## src/rtl/pipeline_hazard_ctrl.sv

```systemverilog
// ============================================================================
// Module  : pipeline_hazard_ctrl
// Purpose : stall/flush sequencer for the 5-stage MIPS pipeline
// Rev     : 1.0  initial release
// ============================================================================
`default_nettype none

module pipeline_hazard_ctrl #(
  parameter int LOAD_STALL_CYCLES = 2,
  parameter int MEM_TIMEOUT       = 255,
  parameter int CNT_W             = 16
) (
  input  logic             clk,
  input  logic             rst,
  input  logic [31:0]      id_ins,
  input  logic             ex_mem_read,
  input  logic [4:0]       ex_write_reg,
  input  logic             ex_branch_taken,
  input  logic             mem_req,
  input  logic             mem_ready,
  output logic             pc_en,
  output logic             if_id_en,
  output logic             if_id_flush,
  output logic             id_ex_flush,
  output logic             ex_mem_en,
  output logic             mem_wb_bubble,
  output logic             mem_timeout,
  output logic [CNT_W-1:0] stall_cycles,
  output logic [1:0]       state
);

  typedef enum logic [1:0] {
    RUN    = 2'd0,
    LSTALL = 2'd1,
    MWAIT  = 2'd2
  } state_t;

  localparam logic [1:0]  c_ls_init = 2'(LOAD_STALL_CYCLES - 1);
  localparam logic [15:0] c_to_last = 16'(MEM_TIMEOUT - 1);

  state_t           r_state;
  state_t           w_state_nxt;
  state_t           w_eff_state;
  logic [1:0]       r_ls_cnt;
  logic [1:0]       w_ls_cnt_nxt;
  logic [15:0]      r_to_cnt;
  logic [15:0]      w_to_cnt_nxt;
  logic             r_timeout;
  logic             w_timeout_nxt;
  logic [CNT_W-1:0] r_stall;

  logic [5:0] w_opcode;
  logic       w_rs_used;
  logic       w_rt_used;
  logic       w_hazard;
  logic       w_to_expire;
  logic       w_hold;
  logic       unused_ins;

  assign w_opcode  = id_ins[31:26];
  assign w_rs_used = !(w_opcode inside {6'b000010, 6'b000011, 6'b001111});
  assign w_rt_used = w_opcode inside {6'b000000, 6'b000100, 6'b000101,
                                      6'b101011, 6'b101000};
  assign unused_ins = ^id_ins[15:0];

  assign w_hazard = ex_mem_read && (ex_write_reg != 5'd0) &&
                    ((w_rs_used && (ex_write_reg == id_ins[25:21])) ||
                     (w_rt_used && (ex_write_reg == id_ins[20:16])));

  // A forced release on timeout behaves exactly like mem_ready arriving.
  assign w_to_expire = (r_state == MWAIT) && !mem_ready && (r_to_cnt == c_to_last);
  assign w_hold      = (r_state == MWAIT) ? (!mem_ready && !w_to_expire)
                                          : (mem_req && !mem_ready);

  // On release, MWAIT resumes whatever it interrupted, tracked by the frozen count.
  assign w_eff_state = (r_state == MWAIT) ? ((r_ls_cnt != 2'd0) ? LSTALL : RUN)
                                          : r_state;

  always_comb begin
    pc_en         = 1'b1;
    if_id_en      = 1'b1;
    if_id_flush   = 1'b0;
    id_ex_flush   = 1'b0;
    ex_mem_en     = 1'b1;
    mem_wb_bubble = 1'b0;
    w_state_nxt   = r_state;
    w_ls_cnt_nxt  = r_ls_cnt;
    w_to_cnt_nxt  = r_to_cnt;
    w_timeout_nxt = r_timeout;

    if (w_hold) begin
      pc_en         = 1'b0;
      if_id_en      = 1'b0;
      ex_mem_en     = 1'b0;
      mem_wb_bubble = 1'b1;
      w_state_nxt   = MWAIT;
      w_to_cnt_nxt  = (r_state == MWAIT) ? (r_to_cnt + 16'd1) : 16'd0;
    end else begin
      w_to_cnt_nxt = 16'd0;
      if (w_to_expire) begin
        w_timeout_nxt = 1'b1;
      end
      if (ex_branch_taken) begin
        if_id_flush  = 1'b1;
        id_ex_flush  = 1'b1;
        w_ls_cnt_nxt = 2'd0;
        w_state_nxt  = RUN;
      end else if (w_eff_state == LSTALL) begin
        // EX holds a bubble here, so the hazard is not re-evaluated.
        pc_en        = 1'b0;
        if_id_en     = 1'b0;
        id_ex_flush  = 1'b1;
        w_ls_cnt_nxt = (r_ls_cnt != 2'd0) ? (r_ls_cnt - 2'd1) : 2'd0;
        w_state_nxt  = (r_ls_cnt > 2'd1) ? LSTALL : RUN;
      end else if (w_hazard) begin
        pc_en        = 1'b0;
        if_id_en     = 1'b0;
        id_ex_flush  = 1'b1;
        w_ls_cnt_nxt = c_ls_init;
        w_state_nxt  = (c_ls_init != 2'd0) ? LSTALL : RUN;
      end else begin
        w_state_nxt  = RUN;
      end
    end

    if (!rst) begin
      pc_en         = 1'b0;
      if_id_en      = 1'b0;
      if_id_flush   = 1'b1;
      id_ex_flush   = 1'b1;
      ex_mem_en     = 1'b0;
      mem_wb_bubble = 1'b1;
    end
  end

  always_ff @(posedge clk) begin
    if (!rst) begin
      r_state   <= RUN;
      r_ls_cnt  <= 2'd0;
      r_to_cnt  <= 16'd0;
      r_timeout <= 1'b0;
      r_stall   <= '0;
    end else begin
      r_state   <= w_state_nxt;
      r_ls_cnt  <= w_ls_cnt_nxt;
      r_to_cnt  <= w_to_cnt_nxt;
      r_timeout <= w_timeout_nxt;
      if (!pc_en && (r_stall != {CNT_W{1'b1}})) begin
        r_stall <= r_stall + CNT_W'(1);
      end
    end
  end

  assign mem_timeout  = r_timeout;
  assign stall_cycles = r_stall;
  assign state        = r_state;

endmodule

`default_nettype wire

```

## config.mk

```make
export PLATFORM = sky130hd
export DESIGN_NAME = pipeline_hazard_ctrl
export DESIGN_NICKNAME = d
export VERILOG_FILES = /design/src/rtl/pipeline_hazard_ctrl.sv
export SDC_FILE = /design/constraint.sdc
export NUM_CORES = 1
export LEC_CHECK = 0
export BUFFER_PORTS_ARGS = -buffer_cell sky130_fd_sc_hd__buf_2
export CORE_ASPECT_RATIO = 2
export CORE_MARGIN = 2
export CORE_UTILIZATION = 30
export CTS_BUF_LIST = sky130_fd_sc_hd__clkbuf_16
export CTS_CLUSTER_SIZE = 12
export DETAILED_ROUTE_END_ITERATION = 8
export PLACE_DENSITY = 0.64
export REMOVE_ABC_BUFFERS = 1
export SKIP_CTS_REPAIR_TIMING = 1
export SYNTH_ARGS = -nofsm -noshare
export SYNTH_HDL_FRONTEND = slang
export SYNTH_SLANG_ARGS = --single-unit
```

## constraint.sdc

```tcl
create_clock -name clk -period 2 [get_ports clk]
set_input_delay 0.3 -clock clk [delete_from_list [all_inputs] [get_ports clk]]
set_output_delay 0.3 -clock clk [all_outputs]
set_load 0.02 [all_outputs]
```

## Yosys cells after proc, flatten, opt, wreduce, memory -nomap -nowiden

Index checks and enable logic that the tools add are counted.

| word-level totals | value |
|---|---|
| register bits | 37 |
| input port bits | 43 |
| word-level logic and storage cells | 78 |

| operators by class | value |
|---|---|
| add/sub/neg operators | 3 |
| order comparisons | 1 |
| eq/ne operators | 13 |
| mux-type cells | 29 |
| bitwise gates (word level) | 2 |
| reduce and logical (&&, ||, !) cells | 24 |

Operators with widths:

| kind | number |
|---|---|
| 16-bit by 1-bit adder with 16-bit output, second input constant | 2 |
| 1-bit two-way mux | 23 |
| 16-bit by 8-bit == test with 1-bit output, second input constant | 1 |
| 16-bit != test, second input constant | 1 |
| 6-bit by 2-bit == test with 1-bit output, second input constant | 2 |
| 6-bit by 3-bit == test with 1-bit output, second input constant | 2 |
| 6-bit == test, second input constant | 2 |
| 2-bit two-way mux | 6 |
| 5-bit == test | 2 |
| 5-bit nonzero test | 2 |
| 1-bit logical AND | 9 |
| 6-bit by 4-bit == test with 1-bit output, second input constant | 1 |
| 6-bit logical NOT | 1 |
| 3-bit nonzero test | 2 |
| 1-bit logical NOT | 4 |
| 2-bit AND reduction | 2 |
| 3-bit AND reduction | 1 |
| 3-bit OR reduction | 1 |
| 2-bit by 1-bit == test with 1-bit output, second input constant | 1 |
| 2-bit == test, second input constant | 1 |
| 2-bit by 1-bit > comparator with 1-bit output, second input constant | 1 |
| 1-bit NOT | 2 |
| 2-bit nonzero test | 1 |
| 2-bit by 1-bit subtractor with 2-bit output, second input constant | 1 |
| 1-bit logical OR | 1 |

## Depth between registers and ports, before layout

| depth | value |
|---|---|
| depth in word-level cells | 13 |
| depth in mapped cells | 10 |

## Worst setup path after synthesis

OpenSTA, ideal clock, no wires.

| path | value |
|---|---|
| path type | reg2out |
| from | register r_to_cnt[2] |
| to | output pc_en |
| arrival | 1876 ps |
| data required time | 1700 ps |
| slack | -176 ps |
| cell stages (with the launch flop) | 9 |
| buffers on the path | 1 |
| cell sequence | dfxtp_1 -> and4_1 -> and3_4 -> and4_4 -> nor3_4 -> nor2_8 -> inv_4 -> nor2_2 -> buf_4 |

| between the ends | value |
|---|---|
| word-level cells in the longest chain between the ends | 7 |

Ends and longest elaborated chain:

| what | line | source |
|---|---|---|
| from (decl) | 46 | `logic [15:0] r_to_cnt;` |
| from (signal assigned) | 146 | `r_to_cnt <= w_to_cnt_nxt;` |
| 16-bit by 8-bit == test with 1-bit output | 71 | `assign w_to_expire = (r_state == MWAIT) && !mem_ready && (r_to_cnt == c_to_last);` |
| 1-bit logical AND | 71 |  |
| 1-bit logical NOT | 72 | `assign w_hold = (r_state == MWAIT) ? (!mem_ready && !w_to_expire)` |
| 1-bit logical AND | 72 |  |
| 1-bit two-way mux | 72 |  |
| 1-bit two-way mux (2 in series) | n/a |  |
| to (decl) | 21 | `output logic pc_en,` |

Every way passes these cells.

## Final worst setup path

| path | value |
|---|---|
| from | register r_to_cnt[5] |
| to | output if_id_en |

| between the ends | value |
|---|---|
| word-level cells in the longest chain between the ends | 7 |

Ends and longest elaborated chain:

| what | line | source |
|---|---|---|
| 16-bit by 8-bit == test with 1-bit output | 71 |  |
| 1-bit logical AND | 71 |  |
| 1-bit logical NOT | 72 |  |
| 1-bit logical AND | 72 |  |
| 1-bit two-way mux | 72 |  |
| 1-bit two-way mux | 91 | `if (w_hold) begin` |
| 1-bit two-way mux | 126 | `if (!rst) begin` |
| to (decl) | 22 | `output logic if_id_en,` |

Every way passes these cells.

==> results.json <==
{
  "max-cap-violations": 0,
  "clockBufferDepth": 2,
  "drive_gt1_share_pct": 41.98,
  "numCtsBuffers": 5,
  "fin_setup_tns_ps": -1287,
  "rsz0062_at_grt": "yes",
  "powerDensity_nw_per_um2": 571.3,
  "hold_slack_ps": 423.5,
  "fmax_ghz": 0.4635,
  "final_common_cell": "buf_2",
  "finalCritPeriodShare_pct": 107.9,
  "grt_max_degree": 19,
  "clk_latency_ps": 280,
  "grt-ovfl-total": 0,
  "tightest_slew_ps": 530.8,
  "irDropWorstVdd_mv": 0.4335,
  "synth.top_cell.area_share_pct": 35.92,
  "initial_core_util_pct": 31.14,
  "fin_util_pct": 45.60,
  "wire_per_inst_um": 12.93,
  "crit_required_ps": 1700,
  "path_class": "flip-flop to output pin",
  "drc": 0,
  "clkTransAtPathRegs_ps": 50,
  "hold_viol": 0,
  "netlist_instances": 233,
  "hp-class": "input port to flip-flop",
  "dp_hpwl_mm": 3.997,
  "end_kind": "output pin",
  "violations": "setup timing",
  "start_kind": "flip-flop",
  "final.fill_count": 656,
  "nets": 370,
  "setup_viol": 14,
  "worst_clock_skew_ps": 2.359,
  "synthArstFlopShare_pct": 0,
  "arrival_ps": 1860,
  "gp_congestion": 0.7980,
  "die_y_um": 121.2,
  "clock_sinks": 37,
  "ys_ff_latch": 37,
  "grt_usage_pct": 14.49,
  "firstDrtPassIters": 4,
  "cts.root.buffer_cell": "clkbuf_16",
  "row_count": 42,
  "grt_pass1_vias": 1962,
  "syn-cell-area_um2": 2062,
  "postLayoutSetupSlackWorst_ps": -157.5,
  "synth_edf_count": 0,
  "vias": 1967,
  "yosysTopAreaCell": "dfxtp_1",
  "htree_levels": 2,
  "p_leak_nw": 1.287,
  "mostFrequentLayoutCells": "buf_2 (43), buf_4 (37), nor2_1 (33)",
  "core-area_um2": 6621,
  "die_area_um2": 7592,
  "crit_fanout": 5,
  "drt_wl_total_mm": 5.327,
  "slew_headroom_pct": 63.70,
  "syn_area_per_cell_um2": 8.850,
  "fin_crit_ps": 2157,
  "ys_warn_count": 0,
  "antenna_left": 0,
  "drt_iter0_markers": 113,
  "antenna_found_initial": 0,
  "die_x_um": 62.62,
  "synthTopCellsByArea": "dfxtp_1 (36%), xor2_1 (7.6%), nor2_1 (6.0%)",
  "area_growth_pct": 46.42,
  "ioPinCount": 68,
  "maxSlewViolCount": 0,
  "status": "finished with violations",
  "grt_pass1_wl_mm": 8.680,
  "cts_tree": "built",
  "portBuffers": 51,
  "synth_flop_cell": "dfxtp_1",
  "yosysUniqueCellTypes": 53,
  "seq_area_frac_synth_pct": 35.92,
  "viasPerCell": 4.774,
  "antenna_cells": 0
}
## power breakdown
group | switching, mW | leakage [nW] | internal [mW]
Sequential | 0.00734 | 0.302 | 0.743
Clock | 0.275 | 0.0685 | 0.445
Combinational | 0.129 | 0.916 | 0.125
## synth_stat cells (all sizes together), types with 3 or more instances
master,number
dfxtp,37
nor2,36
nand2,22
xor2,18
xnor2,12
nand2b,10
nand3,10
nand4,10
mux2i,9
and3,7
inv,7
nor3,6
a21oi,5
clkbuf,5
o21ai,5
o211ai,4
and4,3
ha,3
nor4,3
## layout make-up
class | instances | area [µm²] | share of cell area (%)
Timing Repair Buffer | 91 | 629.4 | 20.85
Clock inverter | 2 | 7.507 | 0.2487
Clock buffer | 5 | 125.1 | 4.144
Tap cell | 88 | 110.1 | 3.647
Multi-Input combinational cell | 182 | 1365 | 45.21
Inverter | 7 | 28.78 | 0.9532
Sequential cell | 37 | 753.2 | 24.95
## sequential cells by signal, indices dropped and copies added (netlist names)
register and cells:
r_ls_cnt 2, mem_timeout 1, r_to_cnt 16, stall_cycles 16, state 2
## metrics by stage
stage / setup WS, ps / instances / area, µm² / total power, mW
final: -157.5 / 412 / 3019 / 1.725
after CTS: -423.5 / 398 / 2724 / 1.699
after floorplan: -168.0 / 226 / 2031 / 0.8732
after global routing: -238.6 / 412 / 3019 / 1.800
after global placement: -205.5 / 391 / 2591 / 0.9682
after detailed placement: -236.8 / 391 / 2591 / 0.9744
## kinds of logic (layout without fill, tap and decap cells)
logic type / count (synthesis) / count (layout) / synth area share, %
AO/OA/AOI/OAI: 25 / 25 / 11.23
flip-flops: 37 / 37 / 35.92
AND/OR/NAND/NOR: 115 / 115 / 31.01
XOR/XNOR: 30 / 30 / 12.74
buffers and inverters: 14 / 105 / 2.913
multiplexers: 9 / 9 / 4.369
adder cells (fa/ha/maj): 3 / 3 / 1.821
## critical path, stage by stage (launching register included)
cell and delay, ps:
dfxtp_2 340, and4_4 240, and3_4 180, and4_4 250, nor3_4 70, nor2_8 140
inv_4 70, nor2_4 150, buf_6 140
## metal layers
| layer | GRT usage (%) | share of wire, % | up-vias |
|---|---|---|---|
| met1 | 13.21 | 34 | 922 |
| met2 | 28.97 | 60 | 48 |
| li1 | - | - | 987 |
| met3 | 2.597 | 3.5 | 10 |
| met5 | 0 | 0 | - |
| met4 | 8.194 | 2.8 | 0 |
## final timing paths
check	startpoint	to	slack, ps	cells after the start
worst max-delay path	r_to_cnt[5]$_SDFF_PN0_	if_id_en	-160	8
worst min register to register	mem_timeout$_SDFFE_PN0P_	mem_timeout$_SDFFE_PN0P_	480	2
worst max register to register	r_to_cnt[5]$_SDFF_PN0_	stall_cycles[10]$_SDFFE_PN0P_	-90	9
worst min-delay path	ex_branch_taken	state[0]$_SDFF_PP0_	420	3
Power figures use the tool's default switching activity.
